## src/rtl/wb_queue_pkg.sv

```systemverilog
// Shared CPU package: default register widths, queue depth and the
// writeback-entry record used by the writeback queue and register file.
package wb_queue_pkg;

    localparam int WB_DW    = 16;
    localparam int WB_AW    = 4;
    localparam int WB_DEPTH = 4;

    // One pending register-file write: destination register plus data.
    typedef struct packed {
        logic [WB_AW-1:0] dest;
        logic [WB_DW-1:0] data;
    } wb_entry_t;

endpackage

```

## src/rtl/wb_queue_if.sv

```systemverilog
// Bus bundle for the writeback queue.
// The load and ALU offer ports, the register-file write port and the two
// decode bypass ports are grouped here.
interface wb_queue_if
    import wb_queue_pkg::*;
#(
    parameter int DW = WB_DW,
    parameter int AW = WB_AW
);

    logic          mem_valid;
    logic [AW-1:0] mem_dest;
    logic [DW-1:0] mem_data;
    logic          mem_ready;

    logic          alu_valid;
    logic [AW-1:0] alu_dest;
    logic [DW-1:0] alu_data;
    logic          alu_ready;

    logic          wb_grant;
    logic          wr_en;
    logic [AW-1:0] wr_dest;
    logic [DW-1:0] wr_data;

    logic [AW-1:0] rd_addr_1;
    logic [AW-1:0] rd_addr_2;
    logic          byp_hit_1;
    logic          byp_hit_2;
    logic [DW-1:0] byp_data_1;
    logic [DW-1:0] byp_data_2;

    // The queue itself: it takes offers and drives writes and bypass.
    modport slave (
        input  mem_valid, mem_dest, mem_data, alu_valid, alu_dest, alu_data,
               wb_grant, rd_addr_1, rd_addr_2,
        output mem_ready, alu_ready, wr_en, wr_dest, wr_data,
               byp_hit_1, byp_hit_2, byp_data_1, byp_data_2
    );

    // The surrounding pipeline: it makes offers and consumes writes and bypass.
    modport master (
        output mem_valid, mem_dest, mem_data, alu_valid, alu_dest, alu_data,
               wb_grant, rd_addr_1, rd_addr_2,
        input  mem_ready, alu_ready, wr_en, wr_dest, wr_data,
               byp_hit_1, byp_hit_2, byp_data_1, byp_data_2
    );

endinterface

```

## src/rtl/wb_bypass_match.sv

```systemverilog
// Youngest-match search for one decode read port.
// The entry vectors are ordered oldest (index 0) to youngest (index DEPTH-1).
// Register 0 never hits.
module wb_bypass_match
    import wb_queue_pkg::*;
#(
    parameter int DEPTH = WB_DEPTH,
    parameter int DW    = WB_DW,
    parameter int AW    = WB_AW
) (
    input  logic [AW-1:0]       rd_addr,
    input  logic [DEPTH-1:0]    ent_valid,
    input  logic [DEPTH*AW-1:0] ent_dest,
    input  logic [DEPTH*DW-1:0] ent_data,
    output logic                hit,
    output logic [DW-1:0]       data
);

    // Walk oldest to youngest so that the last match found is the youngest one.
    always_comb begin
        hit  = 1'b0;
        data = '0;
        for (int i = 0; i < DEPTH; i++) begin
            if (ent_valid[i] && (rd_addr != '0) && (ent_dest[i*AW +: AW] == rd_addr)) begin
                hit  = 1'b1;
                data = ent_data[i*DW +: DW];
            end
        end
    end

endmodule

```

## src/rtl/wb_queue.sv

```systemverilog
// Writeback queue: an in-order FIFO of pending register-file writes.
// Load results take priority over ALU results at the input. The head entry
// drains whenever the write port is granted. Every stored entry is visible
// to the two decode bypass ports.
module wb_queue
    import wb_queue_pkg::*;
#(
    parameter int DEPTH = WB_DEPTH,
    parameter int DW    = WB_DW,
    parameter int AW    = WB_AW
) (
    input  logic                   clk,
    input  logic                   rst,
    wb_queue_if.slave              bus,
    output logic [$clog2(DEPTH):0] count
);

    localparam int PW = $clog2(DEPTH);
    localparam int CW = PW + 1;

    logic [AW-1:0] dest_mem [DEPTH];
    logic [DW-1:0] data_mem [DEPTH];

    logic [PW-1:0] head;
    logic [PW-1:0] tail;

    logic          full;
    logic          empty;
    logic          mem_fire;
    logic          alu_fire;
    logic          enq;
    logic          deq;
    logic [AW-1:0] enq_dest;
    logic [DW-1:0] enq_data;

    logic [DEPTH-1:0]    ord_valid;
    logic [DEPTH*AW-1:0] ord_dest;
    logic [DEPTH*DW-1:0] ord_data;

    assign full  = (count == CW'(DEPTH));
    assign empty = (count == '0);

    // Readiness depends only on the stored count, never on a same-cycle pop.
    // A pending load shuts out the ALU.
    assign bus.mem_ready = ~full;
    assign bus.alu_ready = ~full & ~bus.mem_valid;

    assign deq       = ~empty & bus.wb_grant;
    assign bus.wr_en = deq;

    // Choose which offer (if any) is taken. Writes to register 0 complete
    // the handshake but are dropped instead of stored.
    always_comb begin
        mem_fire = bus.mem_valid & ~full;
        alu_fire = bus.alu_valid & bus.alu_ready;
        enq_dest = bus.alu_dest;
        enq_data = bus.alu_data;
        if (mem_fire) begin
            enq_dest = bus.mem_dest;
            enq_data = bus.mem_data;
        end
        enq = (mem_fire | alu_fire) & (enq_dest != '0);
    end

    // Present the head entry to the register file, or zeros when nothing is pending.
    always_comb begin
        bus.wr_dest = '0;
        bus.wr_data = '0;
        if (!empty) begin
            bus.wr_dest = dest_mem[head];
            bus.wr_data = data_mem[head];
        end
    end

    // Pointer and occupancy bookkeeping. Reset drops every pending entry at once.
    always_ff @(posedge clk or posedge rst) begin
        if (rst) begin
            head  <= '0;
            tail  <= '0;
            count <= '0;
        end else begin
            if (enq) begin
                tail <= tail + 1'b1;
            end
            if (deq) begin
                head <= head + 1'b1;
            end
            count <= count + CW'(enq) - CW'(deq);
        end
    end

    // Entry storage. It is never reset because the pointers define what is live.
    always_ff @(posedge clk) begin
        if (enq) begin
            dest_mem[tail] <= enq_dest;
            data_mem[tail] <= enq_data;
        end
    end

    // Lay the live entries out oldest-first so each bypass search can favour the youngest.
    always_comb begin
        ord_valid = '0;
        ord_dest  = '0;
        ord_data  = '0;
        for (int i = 0; i < DEPTH; i++) begin
            ord_valid[i]         = (CW'(i) < count);
            ord_dest[i*AW +: AW] = dest_mem[head + PW'(i)];
            ord_data[i*DW +: DW] = data_mem[head + PW'(i)];
        end
    end

    wb_bypass_match #(.DEPTH(DEPTH), .DW(DW), .AW(AW)) u_match_1 (
        .rd_addr   (bus.rd_addr_1),
        .ent_valid (ord_valid),
        .ent_dest  (ord_dest),
        .ent_data  (ord_data),
        .hit       (bus.byp_hit_1),
        .data      (bus.byp_data_1)
    );

    wb_bypass_match #(.DEPTH(DEPTH), .DW(DW), .AW(AW)) u_match_2 (
        .rd_addr   (bus.rd_addr_2),
        .ent_valid (ord_valid),
        .ent_dest  (ord_dest),
        .ent_data  (ord_data),
        .hit       (bus.byp_hit_2),
        .data      (bus.byp_data_2)
    );

endmodule
```

## src/flat_wrapper.sv

```systemverilog
// flat-port wrapper written by rule: the top's interface ports become plain ports
module wb_queue_flat import wb_queue_pkg::*;
#(
    parameter int DEPTH = WB_DEPTH,
    parameter int DW    = WB_DW,
    parameter int AW    = WB_AW
)
  (clk, rst, count, bus_mem_valid, bus_mem_dest, bus_mem_data, bus_alu_valid, bus_alu_dest, bus_alu_data, bus_wb_grant, bus_rd_addr_1, bus_rd_addr_2, bus_mem_ready, bus_alu_ready, bus_wr_en, bus_wr_dest, bus_wr_data, bus_byp_hit_1, bus_byp_hit_2, bus_byp_data_1, bus_byp_data_2);
  wb_queue_if #(.DW(DW), .AW(AW)) bus_i ();
  input  logic clk;
  input  logic rst;
  output logic [$clog2(DEPTH):0] count;
  input wire logic [$bits(bus_i.mem_valid)-1:0] bus_mem_valid;
  input wire logic [$bits(bus_i.mem_dest)-1:0] bus_mem_dest;
  input wire logic [$bits(bus_i.mem_data)-1:0] bus_mem_data;
  input wire logic [$bits(bus_i.alu_valid)-1:0] bus_alu_valid;
  input wire logic [$bits(bus_i.alu_dest)-1:0] bus_alu_dest;
  input wire logic [$bits(bus_i.alu_data)-1:0] bus_alu_data;
  input wire logic [$bits(bus_i.wb_grant)-1:0] bus_wb_grant;
  input wire logic [$bits(bus_i.rd_addr_1)-1:0] bus_rd_addr_1;
  input wire logic [$bits(bus_i.rd_addr_2)-1:0] bus_rd_addr_2;
  output wire logic [$bits(bus_i.mem_ready)-1:0] bus_mem_ready;
  output wire logic [$bits(bus_i.alu_ready)-1:0] bus_alu_ready;
  output wire logic [$bits(bus_i.wr_en)-1:0] bus_wr_en;
  output wire logic [$bits(bus_i.wr_dest)-1:0] bus_wr_dest;
  output wire logic [$bits(bus_i.wr_data)-1:0] bus_wr_data;
  output wire logic [$bits(bus_i.byp_hit_1)-1:0] bus_byp_hit_1;
  output wire logic [$bits(bus_i.byp_hit_2)-1:0] bus_byp_hit_2;
  output wire logic [$bits(bus_i.byp_data_1)-1:0] bus_byp_data_1;
  output wire logic [$bits(bus_i.byp_data_2)-1:0] bus_byp_data_2;
  assign bus_i.mem_valid = bus_mem_valid;
  assign bus_i.mem_dest = bus_mem_dest;
  assign bus_i.mem_data = bus_mem_data;
  assign bus_i.alu_valid = bus_alu_valid;
  assign bus_i.alu_dest = bus_alu_dest;
  assign bus_i.alu_data = bus_alu_data;
  assign bus_i.wb_grant = bus_wb_grant;
  assign bus_i.rd_addr_1 = bus_rd_addr_1;
  assign bus_i.rd_addr_2 = bus_rd_addr_2;
  assign bus_mem_ready = bus_i.mem_ready;
  assign bus_alu_ready = bus_i.alu_ready;
  assign bus_wr_en = bus_i.wr_en;
  assign bus_wr_dest = bus_i.wr_dest;
  assign bus_wr_data = bus_i.wr_data;
  assign bus_byp_hit_1 = bus_i.byp_hit_1;
  assign bus_byp_hit_2 = bus_i.byp_hit_2;
  assign bus_byp_data_1 = bus_i.byp_data_1;
  assign bus_byp_data_2 = bus_i.byp_data_2;
  wb_queue #(.DEPTH(DEPTH), .DW(DW), .AW(AW)) u_core (.clk(clk), .rst(rst), .bus(bus_i), .count(count));
endmodule
```

## config.mk

```make
export PLATFORM = sky130hd
export DESIGN_NAME = wb_queue_flat
export DESIGN_NICKNAME = d
export VERILOG_FILES = /design/src/rtl/wb_queue_pkg.sv /design/src/rtl/wb_queue_if.sv /design/src/rtl/wb_bypass_match.sv /design/src/rtl/wb_queue.sv /design/src/flat_wrapper.sv
export SDC_FILE = /design/constraint.sdc
export NUM_CORES = 1
export LEC_CHECK = 0
export ABC_CLOCK_PERIOD_IN_PS = 2800
export CORE_MARGIN = 2
export CORE_UTILIZATION = 35
export CTS_CLUSTER_SIZE = 40
export DETAILED_ROUTE_END_ITERATION = 6
export SYNTH_ARGS = -nofsm -noshare
export SYNTH_HDL_FRONTEND = slang
export SYNTH_HIERARCHICAL = 1
export SYNTH_SLANG_ARGS = --single-unit
```

## constraint.sdc

```tcl
create_clock -name clk -period 2.8 [get_ports clk]
set_input_delay 0.7 -clock clk [delete_from_list [all_inputs] [get_ports clk]]
set_output_delay 0.7 -clock clk [all_outputs]
set_load 0.005 [all_outputs]
```

==> metrics.md <==
| Metric | Value |
|---|---|
| Status | finished, violations left |
| Failing checks | negative setup slack |
| CTS clk-pin slew, worst paths | 0.06 ns |
| Synth Register Bits | 87 |
| Drt wl/cell | roughly 19 um |
| Worst slew pin tran | 0.6399 ns |
| Endpoint class of the critical path | output pin |
| DR iter-0 viols | about 410 |
| Synth-to-layout area growth | 49.06% |
| Avg Cell Area, Syn | 10.33 sq um |
| Arrival @ worst endpoint | roughly 3.1 ns |
| Die width | 145.0 um |
| H-Tree Depth | 3 |
| Final hold vios | 0 |
| Worst hold-check path type | flop to flop |
| Yosys cell types | 50 |
| Final Non-Filler Cells | 1,176 |
| P_leak | 3.974 nW |
| Cts-stage hold buffer count | 0 |
| Maximum clock rate | 262.7 MHz |
| Num Clock Sinks | 87 |
| DR DRC count | 0 |
| Die Y | between 100 and 150 um |
| Net Count, Synth | ~740 |
| PD cells | 1334 nW/um^2 |
| Post-synth top area cell | edfxtp_1 |
| Max-Cap Viols | 0 |
| Slack of the critical path | -1.006 ns |
| Initial cell density of the core | between 30 and 40% |
| First drt pass iteration count | 6 |
| I/O pin total | 113 |
| Detail Route Antenna Nets | 0 |
| Critical-path maximum fanout | 6 |
| Row count | 51 |
| Die area | 21,030 sq um |
| Crit share post-route | 135.9% |
| CP required | about 2.1 ns |
| Share of layout cells above drive strength 1 | between 40% and 50% |
| Initial antenna violation count | 0 |
| Slew Limit Fails | 0 |
| Routability cong. | 0.8570 |
| Post-synth EDFFs | 80 |
| DP HPWL | 15.02 mm |
| Total gr overflow | 0 |
| Synth top area cells | edfxtp_1 (35%), mux2_2 (6.5%), mux2i_1 (5.6%) |
| Global-route wire length before repair | 33.53 mm |
| VDD IR-drop max | ~0.00050 V |
| Max Buffers Root-to-Sink | 2 |
| Tot GR Track Use | between 20% and 30% |
| Synth top area share | about a third |
| Clock latency at the later pin of the worst-skew pair | around 0.33 ns |
| Synth Warn # | 6 |
| Largest net degree at the start of global routing | 65 |
| Core Box Area | just under 20,000 sq um |
| Cell with the most instances after synthesis | edfxtp_1 |
| Vias in the first global route | around 6,200 |
| Final Setup Violations | 51 |
| Post-synthesis sequential area ratio | a little under two fifths |
| Final min period | 3.806 ns |
| Setup WS pre-CTS | -1.081 ns |
| RSZ-0062 raised after global routing | yes |
| CTS buffer count | 9 |
| Post-placement cell count | 1,115 |
| CTS tree | done |
| Vias after detailed routing | 6,207 |
| Reg2reg setup slack | 0.30 ns |
| Crit start category | flop |
| Clk_skew | 0.007258 ns |
| Rel. slew slack | between 50% and 60% |
| Via density | between 5 and 6 |
| Synth top cells by count | edfxtp_1 (80), nor2_1 (71), a21oi_1 (63), nand2_1 (41), mux2_2 (40) |
| Cell Area, Synth | around 7000 sq um |
| Cell count after synthesis | 674 |
| Drt total wl | 21.84 mm |
| Asr flop ratio synth | just over 8% |
| Root Driver | clkbuf_16 |
| Nets@finish | 968 |
| Antenna cells | 0 |
| Crit Path Class | flop to output pin |
| I/O Buffers | 112 |
| Top_reg_cell synth | edfxtp_1 |
==> cells by family (layout without fill, tap and decap cells) <==
kind of cell    count (synthesis)  after routing  share of synthesized area (%)
xor+xnor                       24             24                          3.020
compound gates                195            195                          23.87
fa+ha+maj                       9              9                          1.726
flops                          87             87                          37.03
mux                            81             81                          12.73
buf+inv                        78            315                          7.046
simple gates                  200            200                          14.58
==> per-layer routing <==
layer  vias up  track usage (%)  routed length, um
met5         -                0                  0
met4         0            5.347                319
met3        23            2.610               1329
met2       218            32.57              10060
met1      2978            28.65              10130
li1       2988                -                  -
==> report_power, final <==
| group | internal, mW | total (mW) | switching [mW] |
|---|---|---|---|
| combinational | 5.08 | 10.2 | 5.17 |
| sequential | 1.93 | 2.16 | 0.225 |
| clock | 0.964 | 1.43 | 0.469 |
| total | 7.98 | 13.8 | 5.86 |
==> critical path: stages, from the launching register on <==
cell and delay [ns]:
dfrtp_4 0.52, buf_6 0.15, mux2i_4 0.21, a21oi_4 0.21, inv_1 0.06, a222oi_1 0.40
buf_4 0.20, a311oi_4 0.13, buf_6 0.17, buf_6 0.12, buf_6 0.12, a221oi_4 0.26
o31ai_2 0.07, buf_2 0.13
==> cells in the final DEF (no fill, tap or decap), types with 22 or more instances in the layout <==
cell type / instances
clkdlybuf4s50_1: 74
a21oi_1: 57
buf_2: 33
mux2i_1: 26
buf_4: 128
nor2_1: 69
edfxtp_1: 80
o31ai_2: 24
xnor2_1: 22
mux2_2: 39
a211oi_1: 32
nor2b_1: 22
nand2_1: 41
==> final timing paths <==
check | startpoint | end | cells past startpoint
setup / recovery | u_core/head[1] | bus_byp_data_2[13] | 13
hold / removal | u_core/tail[1] | u_core/tail[1] | 1
setup reg to reg | u_core/count[1] | u_core/count[2] | 11
hold reg to reg | u_core/tail[1] | u_core/tail[1] | 1
max in group asynchronous | rst | u_core/head[1] | 2
min in group asynchronous | rst | u_core/tail[0] | 2
==> area by class of cell <==
type / count / area, sq um
Clock inverter: 7 / 143.9
Multi-Input combinational cell: 509 / 4408
Timing Repair Buffer: 280 / 2613
Clock buffer: 9 / 225.2
Sequential cell: 87 / 2582
Tap cell: 265 / 331.6
Inverter: 19 / 71.32
Fill cell: 1649 / 9087
==> stage by stage <==
stage / hold slack, ns / util (%) / total power, mW / TNS, ns / instance area, sq um
floorplan: 0.5034 / - / 6.960 / -7.257 / 7014
global placement: 0.5471 / 46.71 / 10.68 / -39.57 / 9090
detailed placement: 0.5749 / 46.71 / 10.86 / -41.02 / 9090
CTS: 0.5891 / 52.07 / 13.33 / -37.33 / 10130
global route: 0.6207 / 53.31 / 14.63 / -43.15 / 10380
finish: 0.5810 / 53.31 / 13.84 / -37.09 / 10380
==> flip-flops by register name, indices dropped and copies added, names as in the netlist <==
| signal | count |
|---|---|
| u_core/head | 2 |
| u_core/count | 3 |
| u_core/data_mem | 64 |
| u_core/dest_mem | 16 |
| u_core/tail | 2 |
==> timing repair <==
| item | in CTS | in global routing |
|---|---|---|
| pin swaps | 66 | 15 |
| buffers inserted | 37 | 5 |
| gates resized for setup | 210 | 36 |
| endpoints found under the setup margin | 54 | 53 |
| cloned | 5 | 1 |
Note: power is estimated with default switching activity, not from simulation.
